--- src/rtl/cdb_arbiter_if.sv ---
// Bundle between the functional units, the CDB arbiter and the result consumers.
// The master drives results and flush; the slave (arbiter) drives ready and the broadcast.
interface cdb_arbiter_if #(
   parameter int NUM_FU = 4,
   parameter int DATA_W = 32,
   parameter int TAG_W  = 3
) ();
   logic                     flush;
   logic [NUM_FU-1:0]        fu_valid;
   logic [NUM_FU*TAG_W-1:0]  fu_tag;
   logic [NUM_FU*DATA_W-1:0] fu_data;
   logic [NUM_FU-1:0]        fu_ready;
   logic                     cdb_valid;
   logic [TAG_W-1:0]         cdb_tag;
   logic [DATA_W-1:0]        cdb_data;
   logic [2:0]               cdb_src;
   logic [3:0]               pend_cnt;

   modport master (
      output flush, fu_valid, fu_tag, fu_data,
      input  fu_ready, cdb_valid, cdb_tag, cdb_data, cdb_src, pend_cnt
   );

   modport slave (
      input  flush, fu_valid, fu_tag, fu_data,
      output fu_ready, cdb_valid, cdb_tag, cdb_data, cdb_src, pend_cnt
   );
endinterface

--- src/rtl/cdb_arbiter.sv ---
// Common Data Bus arbiter: one holding buffer per functional unit, round-robin grant,
// one registered broadcast per cycle.
module cdb_arbiter #(
   parameter int NUM_FU = 4,
   parameter int DATA_W = 32,
   parameter int TAG_W  = 3
) (
   input  logic         clk1,
   input  logic         rst_n,
   cdb_arbiter_if.slave bus
);
   localparam int          IW       = $clog2(NUM_FU);
   localparam logic [IW:0] NUM_FU_W = (IW+1)'(NUM_FU);

   logic [NUM_FU-1:0]              hold_v_q, hold_v_d;
   logic [NUM_FU-1:0][TAG_W-1:0]   hold_tag_q, hold_tag_d;
   logic [NUM_FU-1:0][DATA_W-1:0]  hold_data_q, hold_data_d;
   logic [IW-1:0]                  rr_ptr_q, rr_ptr_d;
   logic                           cdb_valid_q, cdb_valid_d;
   logic [TAG_W-1:0]               cdb_tag_q, cdb_tag_d;
   logic [DATA_W-1:0]              cdb_data_q, cdb_data_d;
   logic [2:0]                     cdb_src_q, cdb_src_d;
   logic [3:0]                     pend_cnt_q, pend_cnt_d;

   logic [NUM_FU-1:0] gnt;
   logic [NUM_FU-1:0] fu_ready;
   logic [IW-1:0]     win_idx;
   logic              found;
   logic [IW:0]       scan_idx;
   logic [IW:0]       nxt_ptr;

   // Grant depends only on registered buffer state, never on this cycle's fu_valid.
   always_comb begin
      gnt      = '0;
      win_idx  = '0;
      found    = 1'b0;
      scan_idx = '0;
      for (int k = 0; k < NUM_FU; k++) begin
         scan_idx = {1'b0, rr_ptr_q} + (IW+1)'(k);
         if (scan_idx >= NUM_FU_W) scan_idx = scan_idx - NUM_FU_W;
         if (!found && hold_v_q[scan_idx[IW-1:0]]) begin
            found                   = 1'b1;
            gnt[scan_idx[IW-1:0]]   = 1'b1;
            win_idx                 = scan_idx[IW-1:0];
         end
      end
   end

   assign fu_ready = ~hold_v_q | gnt;

   always_comb begin
      hold_v_d    = hold_v_q;
      hold_tag_d  = hold_tag_q;
      hold_data_d = hold_data_q;
      rr_ptr_d    = rr_ptr_q;
      cdb_valid_d = 1'b0;
      cdb_tag_d   = cdb_tag_q;
      cdb_data_d  = cdb_data_q;
      cdb_src_d   = cdb_src_q;
      pend_cnt_d  = '0;
      nxt_ptr     = {1'b0, win_idx} + (IW+1)'(1);
      if (nxt_ptr == NUM_FU_W) nxt_ptr = '0;

      if (bus.flush) begin
         hold_v_d = '0;
      end else begin
         if (found) begin
            cdb_valid_d       = 1'b1;
            cdb_tag_d         = hold_tag_q[win_idx];
            cdb_data_d        = hold_data_q[win_idx];
            cdb_src_d         = 3'(win_idx);
            hold_v_d[win_idx] = 1'b0;
            rr_ptr_d          = nxt_ptr[IW-1:0];
         end
         // A same-cycle accept on the winner refills its buffer after the clear above.
         for (int i = 0; i < NUM_FU; i++) begin
            if (bus.fu_valid[i] && fu_ready[i]) begin
               hold_v_d[i]    = 1'b1;
               hold_tag_d[i]  = bus.fu_tag[i*TAG_W +: TAG_W];
               hold_data_d[i] = bus.fu_data[i*DATA_W +: DATA_W];
            end
         end
      end

      for (int i = 0; i < NUM_FU; i++) begin
         pend_cnt_d = pend_cnt_d + 4'(hold_v_d[i]);
      end
   end

   always_ff @(posedge clk1) begin
      if (!rst_n) begin
         hold_v_q    <= '0;
         hold_tag_q  <= '0;
         hold_data_q <= '0;
         rr_ptr_q    <= '0;
         cdb_valid_q <= 1'b0;
         cdb_tag_q   <= '0;
         cdb_data_q  <= '0;
         cdb_src_q   <= '0;
         pend_cnt_q  <= '0;
      end else begin
         hold_v_q    <= hold_v_d;
         hold_tag_q  <= hold_tag_d;
         hold_data_q <= hold_data_d;
         rr_ptr_q    <= rr_ptr_d;
         cdb_valid_q <= cdb_valid_d;
         cdb_tag_q   <= cdb_tag_d;
         cdb_data_q  <= cdb_data_d;
         cdb_src_q   <= cdb_src_d;
         pend_cnt_q  <= pend_cnt_d;
      end
   end

   assign bus.fu_ready  = fu_ready;
   assign bus.cdb_valid = cdb_valid_q;
   assign bus.cdb_tag   = cdb_tag_q;
   assign bus.cdb_data  = cdb_data_q;
   assign bus.cdb_src   = cdb_src_q;
   assign bus.pend_cnt  = pend_cnt_q;
endmodule

--- src/flat_wrapper.sv ---
// flat-port wrapper written by rule: the top's interface ports become plain ports
module cdb_arbiter_flat 
#(
   parameter int NUM_FU = 4,
   parameter int DATA_W = 32,
   parameter int TAG_W  = 3
)
  (clk1, rst_n, bus_flush, bus_fu_valid, bus_fu_tag, bus_fu_data, bus_fu_ready, bus_cdb_valid, bus_cdb_tag, bus_cdb_data, bus_cdb_src, bus_pend_cnt);
  cdb_arbiter_if #(.NUM_FU(NUM_FU), .DATA_W(DATA_W), .TAG_W(TAG_W)) bus_i ();
  input  logic clk1;
  input  logic rst_n;
  input wire logic [$bits(bus_i.flush)-1:0] bus_flush;
  input wire logic [$bits(bus_i.fu_valid)-1:0] bus_fu_valid;
  input wire logic [$bits(bus_i.fu_tag)-1:0] bus_fu_tag;
  input wire logic [$bits(bus_i.fu_data)-1:0] bus_fu_data;
  output wire logic [$bits(bus_i.fu_ready)-1:0] bus_fu_ready;
  output wire logic [$bits(bus_i.cdb_valid)-1:0] bus_cdb_valid;
  output wire logic [$bits(bus_i.cdb_tag)-1:0] bus_cdb_tag;
  output wire logic [$bits(bus_i.cdb_data)-1:0] bus_cdb_data;
  output wire logic [$bits(bus_i.cdb_src)-1:0] bus_cdb_src;
  output wire logic [$bits(bus_i.pend_cnt)-1:0] bus_pend_cnt;
  assign bus_i.flush = bus_flush;
  assign bus_i.fu_valid = bus_fu_valid;
  assign bus_i.fu_tag = bus_fu_tag;
  assign bus_i.fu_data = bus_fu_data;
  assign bus_fu_ready = bus_i.fu_ready;
  assign bus_cdb_valid = bus_i.cdb_valid;
  assign bus_cdb_tag = bus_i.cdb_tag;
  assign bus_cdb_data = bus_i.cdb_data;
  assign bus_cdb_src = bus_i.cdb_src;
  assign bus_pend_cnt = bus_i.pend_cnt;
  cdb_arbiter #(.NUM_FU(NUM_FU), .DATA_W(DATA_W), .TAG_W(TAG_W)) u_core (.clk1(clk1), .rst_n(rst_n), .bus(bus_i));
endmodule
--- config.mk ---
export PLATFORM = sky130hd
export DESIGN_NAME = cdb_arbiter_flat
export DESIGN_NICKNAME = d
export VERILOG_FILES = /design/src/rtl/cdb_arbiter_if.sv /design/src/rtl/cdb_arbiter.sv /design/src/flat_wrapper.sv
export SDC_FILE = /design/constraint.sdc
export NUM_CORES = 1
export LEC_CHECK = 0
export ABC_CLOCK_PERIOD_IN_PS = 5840
export CAP_MARGIN = 20
export CORE_ASPECT_RATIO = 0.75
export CORE_UTILIZATION = 50
export CTS_CLUSTER_SIZE = 24
export DETAILED_ROUTE_END_ITERATION = 8
export HOLD_SLACK_MARGIN = 0.15
export MAX_ROUTING_LAYER = met4
export PLACE_DENSITY = 0.9
export SYNTH_ARGS = -nofsm -noshare
export SYNTH_HDL_FRONTEND = slang
export SYNTH_SLANG_ARGS = --single-unit
export TNS_END_PERCENT = 30
--- constraint.sdc ---
create_clock -name clk1 -period 5.84 [get_ports clk1]
set_input_delay 1.168 -clock clk1 [delete_from_list [all_inputs] [get_ports clk1]]
set_output_delay 1.168 -clock clk1 [all_outputs]
set_load 0.01 [all_outputs]
==> out/results.ini <==
[run_status]
status = finished, final reports clean

[floorplan]
rows = 39
die_h_um = 112
dieArea_um2 = 16800
start_util_pct = 52.2
design.core.area_um2 = 15600
io_pins = 194
die_w_um = 149

[clock_network]
clock_sinks = 187
clk_latency_ns = 0.42
cts_resized = 0
post-cts-setup-buffer-count = 0
cts_root_buf = clkbuf_16
cts_buffer_depth = 2
numCtsBuffers = 17
htreeDepth = 4
cts_tree = done
hold_buffers = 0
path_clk_slew_ns = 0.07

[critical_path]
path_class = reg -> out
worst-endpoint-arrival_ns = 3.98
critPathLaunchType = flip-flop
crit_path_end_kind = primary output
required_ns = 4.67
worst-path-max-fanout = 14

[power_and_ir_drop]
p_comb_share_pct = 19.5
power_frac_seq_pct = 44.1
p_clk_share_pct = 36.4
p_leak_nw = 3.70
p_int_w = 0.00225
switching_power_w = 0.000903
peakVddDrop_mv = 0.153
powerDensity_nw_per_um2 = 299
p_sw_share_pct = 28.7

[placement]
port_buffers = 191
dp_hpwl_um = 13900
placed_cell_area_um2 = 9930
place_congestion = 0.888

[yosys]
yosys_warnings = 0
yosysTopAreaCell = dfxtp_1
yosysTopAreaCellShare_pct = 46.1
synth_ff_type = dfxtp_1
synth_area_leaders = dfxtp_1 (46%), nand2_1 (9.1%), nand3_1 (8.9%), mux2i_1 (8.7%), o21ai_0 (7.0%)
ys_types = 41
syn_area_per_cell_um2 = 8.62
synthCells = 943
synth.cell_area_um2 = 8120
ys_seq_area_share_pct = 46.1
synth-edff-count = 0
synth-async-reset-ratio_pct = 0
synth-seq-cells = 187

[job]
cap_violations = 0

[global_route]
grt.total_usage_pct = 26.8
grt_pass1_vias = 7044
gr-total-overflow = 0
grt_pass1_wl_um = 34400
grt_start_max_net_pins = 176
antenna_found_initial = 0

[timing]
drv_slew = 0
finalCriticalPeriod_ns = 5.15
rsz0062_at_grt = false
hold_violations = 0
max_freq_mhz = 194
worstMarginPinSlew_ns = 1.09
final.setup.tns_ns = 0
fin_worst_skew_ns = 0.0151
relSlewSlack_pct = 27.5
final.period_utilization_pct = 88.1
hold_slack_ns = 0.454
setup_viol = 0

[finish]
final_area_um2 = 10500
syn2layout_area_growth_pct = 29.8
final_common_cell = nand2_1
drive_above_1_share_pct = 5.15
final_nets = 1235
diodes = 0
fillCellCount = 1222
final_cell_mix = nand2_1 (197), clkdlybuf4s50_1 (190), dfxtp_1 (187)

[detailed_routing]
wl_per_cell_um = 17.1
drtPass1Iterations = 5
drt-initial-drc-count = 441
vias = 7381
vias_per_cell = 5.71
wirelength_um = 22000
antenna_left = 0
drc_errors = 0

[min_path]
hold_path.class = reg -> reg

metrics by stage:
stage | util, % | total power [W] | worst slack (ns) | std cells
final | 67.7 | 0.00315 | 0.694 | 1292
after floorplan | - | 0.00181 | 1.66 | 944
after CTS | 67.6 | 0.00316 | 0.726 | 1291
after global placement | 63.8 | 0.00201 | 1.30 | 1259
after detailed placement | 63.8 | 0.00202 | 1.13 | 1259
after global routing | 67.7 | 0.00326 | 0.461 | 1292
cells by family (layout without fill, tap and decap cells):
kind of cell / after synthesis / after routing / share of synthesized area (%)
XOR/XNOR: 2 / 2 / 0.216
buffers and inverters: 100 / 243 / 5.93
flip-flops: 187 / 187 / 46.1
adder cells (fa/ha/maj): 14 / 14 / 2.25
AND/OR/NAND/NOR: 366 / 366 / 20.1
other: 1 / 2 / 0.0462
multiplexers: 75 / 75 / 9.86
AO/OA/AOI/OAI: 198 / 198 / 15.6
power groups by stage:
stage               Sequential [W]  Combinational, W  Clock (W)
global route               0.00140          0.000655    0.00121
floorplan                  0.00141          0.000398          0
detailed placement         0.00142          0.000603          0
CTS                        0.00139          0.000608    0.00117
global placement           0.00141          0.000591          0
finish                     0.00139          0.000613    0.00115
cells in the mapped netlist, drive strengths merged, types with 2 or more instances:
| cell type | count |
|---|---|
| nor2b | 8 |
| clkbuf | 43 |
| a31o | 2 |
| nor2 | 5 |
| buf | 44 |
| mux2i | 71 |
| o211a | 5 |
| mux4 | 4 |
| nand2 | 198 |
| inv | 13 |
| o221ai | 35 |
| xnor2 | 2 |
| a311oi | 4 |
| ha | 13 |
| and2 | 6 |
| a31oi | 2 |
| o21ai | 142 |
| nand3 | 144 |
| dfxtp | 187 |
worst max-delay path, cell delays in order (launching register included):
cell	delay (ns)
dfxtp_1	0.72
inv_1	0.28
ha_1	0.47
mux4_2	0.65
nor3b_1	0.56
nand2_1	0.21
nand3_1	0.12
clkdlybuf4s50_1	0.53
worst paths after layout:
path | startpoint | endpoint | slack [ns] | cells after the start
worst min-delay path | u_core.hold_data_q[54] | u_core.hold_data_q[54] | 0.45 | 2
worst max-delay path | u_core.rr_ptr_q[0] | bus_fu_ready[2] | 0.69 | 7
worst max register to register | u_core.rr_ptr_q[0] | u_core.bus.pend_cnt[1] | 1.05 | 15
worst min register to register | u_core.hold_data_q[54] | u_core.hold_data_q[54] | 0.45 | 2
registers in the layout, summed over array words and instances, names as in the netlist:
signal	count
u_core.bus.cdb_data	32
u_core.bus.cdb_src	2
u_core.bus.cdb_tag	3
u_core.bus.cdb_valid	1
u_core.bus.pend_cnt	3
u_core.hold_data_q	128
u_core.hold_tag_q	12
u_core.hold_v_q	4
u_core.rr_ptr_q	2
area by class of cell:
cell class / count / area [µm²] / share of cell area (%)
Clock buffer: 18 / 439 / 4.16
Tap cell: 205 / 256 / 2.43
Timing Repair Buffer: 198 / 1990 / 18.9
Multi-Input combinational cell: 657 / 3920 / 37.2
Inverter: 13 / 48.8 / 0.463
Clock inverter: 14 / 150 / 1.42
Sequential cell: 187 / 3740 / 35.5
routing by layer:
metal / vias up / share of wire (%) / global-route usage [%]
li1: 3559 / - / -
met1: 3484 / 43 / 33.5
met2: 311 / 47 / 43.3
met3: 27 / 8.3 / 5.98
met4: 0 / 1.2 / 7.62
met5: - / 0 / -
(Power assumes the default switching activity.)
